--- src/rtl/gt_cmp_arbiter.sv ---
// Round-robin arbiter sharing one 2-bit greater-than comparator among NREQ requesters.
// Each grant runs IDLE -> CMP -> RESP and ends with a one-cycle done pulse tagged by requester.

module gt_cmp2 (
    input  logic [1:0] a,
    input  logic [1:0] b,
    output logic       gt
);
    assign gt = (a > b);
endmodule

module gt_cmp_arbiter #(
    parameter int NREQ = 4,
    parameter int IDW  = 3
) (
    input  logic              clk,
    input  logic              rst_n,
    input  logic [NREQ-1:0]   req,
    input  logic [2*NREQ-1:0] a_in,
    input  logic [2*NREQ-1:0] b_in,
    output logic [NREQ-1:0]   gnt,
    output logic              busy,
    output logic              done,
    output logic              result,
    output logic [IDW-1:0]    done_id,
    output logic [7:0]        done_cnt
);
    typedef enum logic [1:0] {IDLE, CMP, RESP} state_t;

    state_t                 state;
    logic [IDW-1:0]         ptr, cur_id;
    logic [IDW-1:0]         hi_id, lo_id, win_id;
    logic                   hi_found;
    logic [NREQ-1:0][1:0]   a_vec, b_vec;
    logic [1:0]             win_a, win_b, op_a, op_b;
    logic                   cmp_gt;

    assign a_vec = a_in;
    assign b_vec = b_in;
    assign busy  = (state != IDLE);

    // Rotating priority: lowest set bit at or above ptr, else wrap to the lowest set bit overall.
    always_comb begin
        hi_found = 1'b0;
        hi_id    = '0;
        lo_id    = '0;
        for (int j = NREQ - 1; j >= 0; j--) begin
            if (req[j]) begin
                lo_id = IDW'(j);
                if (IDW'(j) >= ptr) begin
                    hi_found = 1'b1;
                    hi_id    = IDW'(j);
                end
            end
        end
        win_id = hi_found ? hi_id : lo_id;
        win_a  = '0;
        win_b  = '0;
        for (int j = 0; j < NREQ; j++) begin
            if (IDW'(j) == win_id) begin
                win_a = a_vec[j];
                win_b = b_vec[j];
            end
        end
    end

    // Comparator only ever sees the operands latched at grant.
    gt_cmp2 u_cmp (
        .a  (op_a),
        .b  (op_b),
        .gt (cmp_gt)
    );

    always_ff @(posedge clk or negedge rst_n) begin
        if (!rst_n) begin
            state    <= IDLE;
            ptr      <= '0;
            cur_id   <= '0;
            gnt      <= '0;
            op_a     <= '0;
            op_b     <= '0;
            done     <= 1'b0;
            result   <= 1'b0;
            done_id  <= '0;
            done_cnt <= '0;
        end else begin
            case (state)
                IDLE: begin
                    if (|req) begin
                        gnt    <= NREQ'(1) << win_id;
                        op_a   <= win_a;
                        op_b   <= win_b;
                        cur_id <= win_id;
                        state  <= CMP;
                    end
                end
                CMP: begin
                    result  <= cmp_gt;
                    done_id <= cur_id;
                    done    <= 1'b1;
                    state   <= RESP;
                end
                RESP: begin
                    done     <= 1'b0;
                    gnt      <= '0;
                    ptr      <= (cur_id == IDW'(NREQ - 1)) ? '0 : cur_id + IDW'(1);
                    done_cnt <= done_cnt + 8'd1;
                    state    <= IDLE;
                end
                default: state <= IDLE;
            endcase
        end
    end
endmodule

--- config.mk ---
export PLATFORM = sky130hd
export DESIGN_NAME = gt_cmp_arbiter
export DESIGN_NICKNAME = d
export VERILOG_FILES = /design/src/rtl/gt_cmp_arbiter.sv
export SDC_FILE = /design/constraint.sdc
export NUM_CORES = 1
export LEC_CHECK = 0
export ABC_CLOCK_PERIOD_IN_PS = 2200
export CAP_MARGIN = 20
export CORE_MARGIN = 1
export CORE_UTILIZATION = 46
export DETAILED_ROUTE_END_ITERATION = 6
export PLACE_DENSITY = 0.78
export RECOVER_POWER = 25
export SYNTH_ARGS = -nofsm -noshare
export SYNTH_HDL_FRONTEND = slang
export SYNTH_SLANG_ARGS = --single-unit
--- constraint.sdc ---
create_clock -name clk -period 2.2 [get_ports clk]
set_clock_uncertainty 0.15 [all_clocks]
set_input_delay 0.44 -clock clk [delete_from_list [all_inputs] [get_ports clk]]
set_output_delay 0.44 -clock clk [all_outputs]
set_load 0.01 [all_outputs]
Word-level counts from Yosys, hierarchy flattened

Index checks and enable logic that the tools add are counted.

Bits in registers: 29
Input bits: 22
Output and inout port bits: 18
Logic and storage cells: 68

Add/subtract/negate cells: 2
Order comparisons: 5
Equal/unequal tests: 7
Shift operators: 1
Muxes and demuxes: 35
Reduce and logical (&&, ||, !) cells: 8

Operators with widths:

| kind                                                             | number |
|---|---|
| two-way mux 3 bit                                                | 12 |
| two-way mux 2 bit                                                | 11 |
| adder 8 x 1 -> 8 bit, second input constant                      | 1 |
| two-way mux 1 bit                                                | 8 |
| one-hot mux 4 bit (2 select lines)                               | 1 |
| equality test 2 x 3 -> 1 bit, first input constant               | 2 |
| greater-or-equal comparator 1 x 3 -> 1 bit, first input constant | 2 |
| greater-or-equal comparator 2 x 3 -> 1 bit, first input constant | 2 |
| nonzero test 2 bit                                               | 3 |
| two-way mux 4 bit                                                | 1 |
| one-hot mux 2 bit (2 select lines)                               | 1 |
| AND reduction 2 bit                                              | 2 |
| OR reduction 4 bit                                               | 1 |
| left shift 1 x 3 -> 4 bit, first input constant                  | 1 |
| adder 3 x 1 -> 3 bit, second input constant                      | 1 |
| equality test 1 x 3 -> 1 bit, first input constant               | 1 |
| equality test 3 x 2 -> 1 bit, second input constant              | 1 |
| zero test 3 bit                                                  | 1 |
| equality test 2 x 1 -> 1 bit, second input constant              | 1 |
| equality test 2 bit, second input constant                       | 1 |
| greater-than comparator 2 bit                                    | 1 |
| zero test 2 bit                                                  | 1 |
| inequality test 2 bit, second input constant                     | 1 |
| one-hot mux 1 bit (2 select lines)                               | 1 |

Logic depth before layout (Yosys ltp)

Depth in word-level cells: 15
Gate-level depth with buffers: 7
Mapped depth without buffers: 7

Modules after synthesis

A second synthesis with hierarchy kept.

Cells, all modules: 130
Area total of the unflattened synthesis: 1437.6 um2

Modules (own cells, without submodules):

| module         | instances | cells each | area an instance (um2) |
|---|---|---|---|
| gt_cmp_arbiter | 1         | 124        | 1390.1 |
| gt_cmp2        | 1         | 6          | 47.5 |

Least setup slack after synthesis

No wires, ideal clock.

Kind: register to register
Start point: reg state[0]
End point: reg op_a[0]
Library setup time: 0.153 ns
Arrival time: 1.615 ns
Required time: 1.897 ns
Slack: 0.282 ns
Cell stages (with the launch flop): 8
Cell sequence: dfrtp_1 -> inv_1 -> ha_1 -> inv_1 -> nor2_1 -> nand4_1 -> a211oi_1 -> a311oi_1

Longest elaborated chain between the ends: 2

RTL lines:

| item                          | line | RTL |
|---|---|---|
| start: declaration            | 30   | `state_t state;` |
| start signal: assignment      | 76   | `state <= IDLE;` |
| start signal: assignment      | 94   | `state <= CMP;` |
| start signal: assignment      | 101  | `state <= RESP;` |
| zero test 2 bit               | 87   | `case (state)` |
| AND reduction 2 bit (no line) | n/a  |  |
| end signal: assignment        | 91   | `op_a <= win_a;` |
| end: declaration              | 35   | `logic [1:0] win_a, win_b, op_a, op_b;` |

No other way between the ends.
A chain may end at the register's enable or synchronous reset.

Final worst setup path

Start point: reg state[0]
End point: out busy

Longest elaborated chain between the ends: 1

RTL lines:

| item               | line | RTL |
|---|---|---|
| nonzero test 2 bit | 40   | `assign busy = (state != IDLE);` |
| end: declaration   | 22   | `output logic busy,` |

No other way between the ends.

==> results.md <==
- Row cnt: 19
- WS Path Type: reg2out
- CTS root buf: clkbuf_4
- Post-synthesis sequential area ratio: 47.5%
- Mapped Cells: 126
- Synthesized Nets: 157
- R2R depth: 7
- CP max stage cell: dfrtp_1
- Die X: 56.6 um
- CTS max path bufs: 2
- Final period util: 94.5%
- Clock Pin Slew Worst Setup and Hold Paths: 150 ps
- Worst path most repeated cell: inv_1
- Clk_lat worst skew: 320 ps
- Maximum vdd drop: 804 uV
- Primary FF master, synth: dfrtp_1
- Routability cong.: 0.772
- Diode count: 0
- Vias/cell: 5.38
- Area Overhead vs Synth: 40.4%
- First-pass GRT wire length: 5010 um
- Clock buffer count from CTS: 3
- Switching Share: 36.4%
- Core area: 2780 um^2
- Placed inst area: 1870 um^2
- Worst slew margin: 8.64%
- Switching pwr: 0.000870 W
- Vias: 1135
- Worst Path Max Fanout: 4
- Post-Route WL: 2970 um
- Die footprint: 3200 um^2
- Leakage power: 0.889 nW
- Final Max Tran Viols: 0
- Count of flip-flops with a built-in enable after synthesis: 0
- Crit path to: busy
- H-Tree Depth: 1
- Endpoints failing hold: 0
- Top Ports: 40
- Comb power frac: 51.6%
- Nets: 212
- Post-synth top area share: 47.5%
- Chip height: 56.6 um
- Setup violators final: 0
- Data required, critical path: 1610 ps
- Worst hold path type: reg2reg
- DP Cell Count: 206
- Reg2reg end: op_b[1]
- IO Port Bufs: 38
- Share of layout cells above drive strength 1: 14.4%
- Design Area, Final: 1920 um^2
- Final Power: 0.00239 W
- Sequential power share: 34.5%
- Initial antenna violation count: 0
- DRT antenna net count: 0
- Tot GR Track Use: 20.3%
- Syn_area_per_cell: 10.9 um^2
- DP Wirelength: 2350 um
- Max Cap Viol: 0
- WL per Instance: 14.1 um
- Drt first pass iters: 4
- Initial Utilization: 49.2%
- Drt initial violations: 41
- CP Cell Sequence: inv_1 -> ha_1 -> inv_1 -> dlygate4sd2_1
- Synth warnings: 0
- Seq cells post-synth: 26
- CP Launch Type: flip-flop
- Worst R2R Start: state[0]
- Worst-Margin Slew: 1370 ps
- Internal power: 0.00152 W
- Most area-hungry cell type in the Yosys netlist: dfrtp_1
- Critical Path Sink Type: output pin
- Clk sinks: 26
- Largest net degree at the start of global routing: 27
- Unique masters post-synth: 34
- RSZ-0062 raised after global routing: false
- Asr flop ratio synth: 100%
- Fmax: 0.481 GHz
- Vias in the first global route: 1177
- Final core occ: 69.1%
- Setup crit start: state[0]
- Max stage delay on crit path: 420 ps
- Setup TNS: 0 ps
- Critical path arrival: 1490 ps
- Clock period minus final worst setup slack: 2080 ps
- Total grt overflow: 0
- Most area-consuming cells after synthesis: dfrtp_1 48%, ha_1 8.2%, mux2_2 4.1%
- Synthesized area: 1370 um^2
- Status: finished clean
- Final Non-Filler Cells: 211
- R2R Setup Slk: 330 ps
- Drc violations: 0
- TritonCTS clock tree: done
- Clock power frac: 13.8%
- P per Cell Area: 1240 nW/um^2
==> metal layers <==
| layer | vias to the layer above | share of wire [%] | GRT usage, % | wire length (um) |
|---|---|---|---|---|
| li1 | 559 | - | - | - |
| met4 | 0 | 1.3 | 5.23 | 39 |
| met2 | 20 | 52 | 38.8 | 1560 |
| met5 | - | 0 | 0 | 0 |
| met1 | 552 | 43 | 23.3 | 1280 |
| met3 | 4 | 3.0 | 2.76 | 88 |
==> logic make-up (layout without fill, tap and decap cells) <==
kind of cell | after synthesis | in the layout | synth area share (%)
compound gates | 24 | 24 | 13.3
xor+xnor | 7 | 7 | 4.48
fa+ha+maj | 9 | 9 | 8.23
buf+inv | 11 | 65 | 4.11
flops | 26 | 26 | 47.5
mux | 10 | 10 | 7.77
other cells | 1 | 1 | 0.274
simple gates | 38 | 38 | 14.4
==> power groups by stage <==
stage / Clock (W) / Sequential (W) / Combinational, W
5_1_grt: 0.000347 / 0.000854 / 0.00137
3_5_place_dp: 0 / 0.000840 / 0.00123
3_3_place_gp: 0 / 0.000823 / 0.00117
2_1_floorplan: 0 / 0.000855 / 0.000682
6_report: 0.000330 / 0.000823 / 0.00123
4_1_cts: 0.000339 / 0.000826 / 0.00125
==> worst min path at each step <==
stage	startpoint	to	slack [ps]	cells past startpoint
after floorplan	rst_n	cur_id[0]	-6	0
after global placement	done_cnt[7]	done_cnt[7]	310	1
after detailed placement	gnt[0]	gnt[0]	330	1
after CTS	rst_n	done_cnt[5]	310	2
after global routing	done_cnt[7]	done_cnt[7]	370	1
final	done_cnt[7]	done_cnt[7]	350	1
==> cell type report <==
type	instances	area, um^2
Multi-Input combinational cell	89	662
Fill cell	235	860
Inverter	8	30.0
Tap cell	31	38.8
Clock buffer	3	22.5
Timing Repair Buffer	53	488
Sequential cell	26	651
Clock inverter	1	30.0
==> through the flow <==
stage / setup slack [ps] / hold slack [ps]
floorplan: 282 / -5.59
global placement: 21.0 / 309
detailed placement: -70.6 / 333
CTS: 117 / 311
global route: 58.0 / 369
finish: 122 / 346
==> state kept, by name (all words and copies together), names as in the netlist <==
signal    count
cur_id        2
done          1
done_cnt      8
done_id       2
gnt           4
op_a          2
op_b          2
ptr           2
result        1
state         2
==> layout by cell type (no fill, tap or decap), drive strengths merged, types with 4 or more instances in the layout <==
cell,instances
clkdlybuf4s50,37
dfrtp,26
buf,14
nand2,11
ha,9
inv,8
nor2,8
o21ai,7
and3,6
xnor2,6
mux2i,5
mux2,5
nand4,4
a211oi,4
a311oi,4
clkbuf,4
==> cell usage after synthesis (4+ instances only) <==
cell type / number
a211oi_1: 4
nand4_1: 4
nand2_1: 11
inv_1: 8
a311oi_1: 4
and3_1: 6
mux2i_1: 5
o21ai_0: 6
mux2_2: 5
nor2_1: 8
dfrtp_1: 26
xnor2_1: 6
ha_1: 9
==> repair_timing <==
| item | CTS | global route |
|---|---|---|
| gates resized for setup | 1 | 0 |
| hold buffers | 0 | 0 |
| buffers inserted | 1 | 0 |
| setup endpoints to repair | 1 | 0 |
==> worst max-delay path, delay by kind of cell, from the launching register on <==
kind / cells / cell delay, ps
adders and majority gates: 1 / 240
buffers and inverters: 3 / 510
DFF: 1 / 420
No activity file was read; power rests on OpenSTA's default activity.
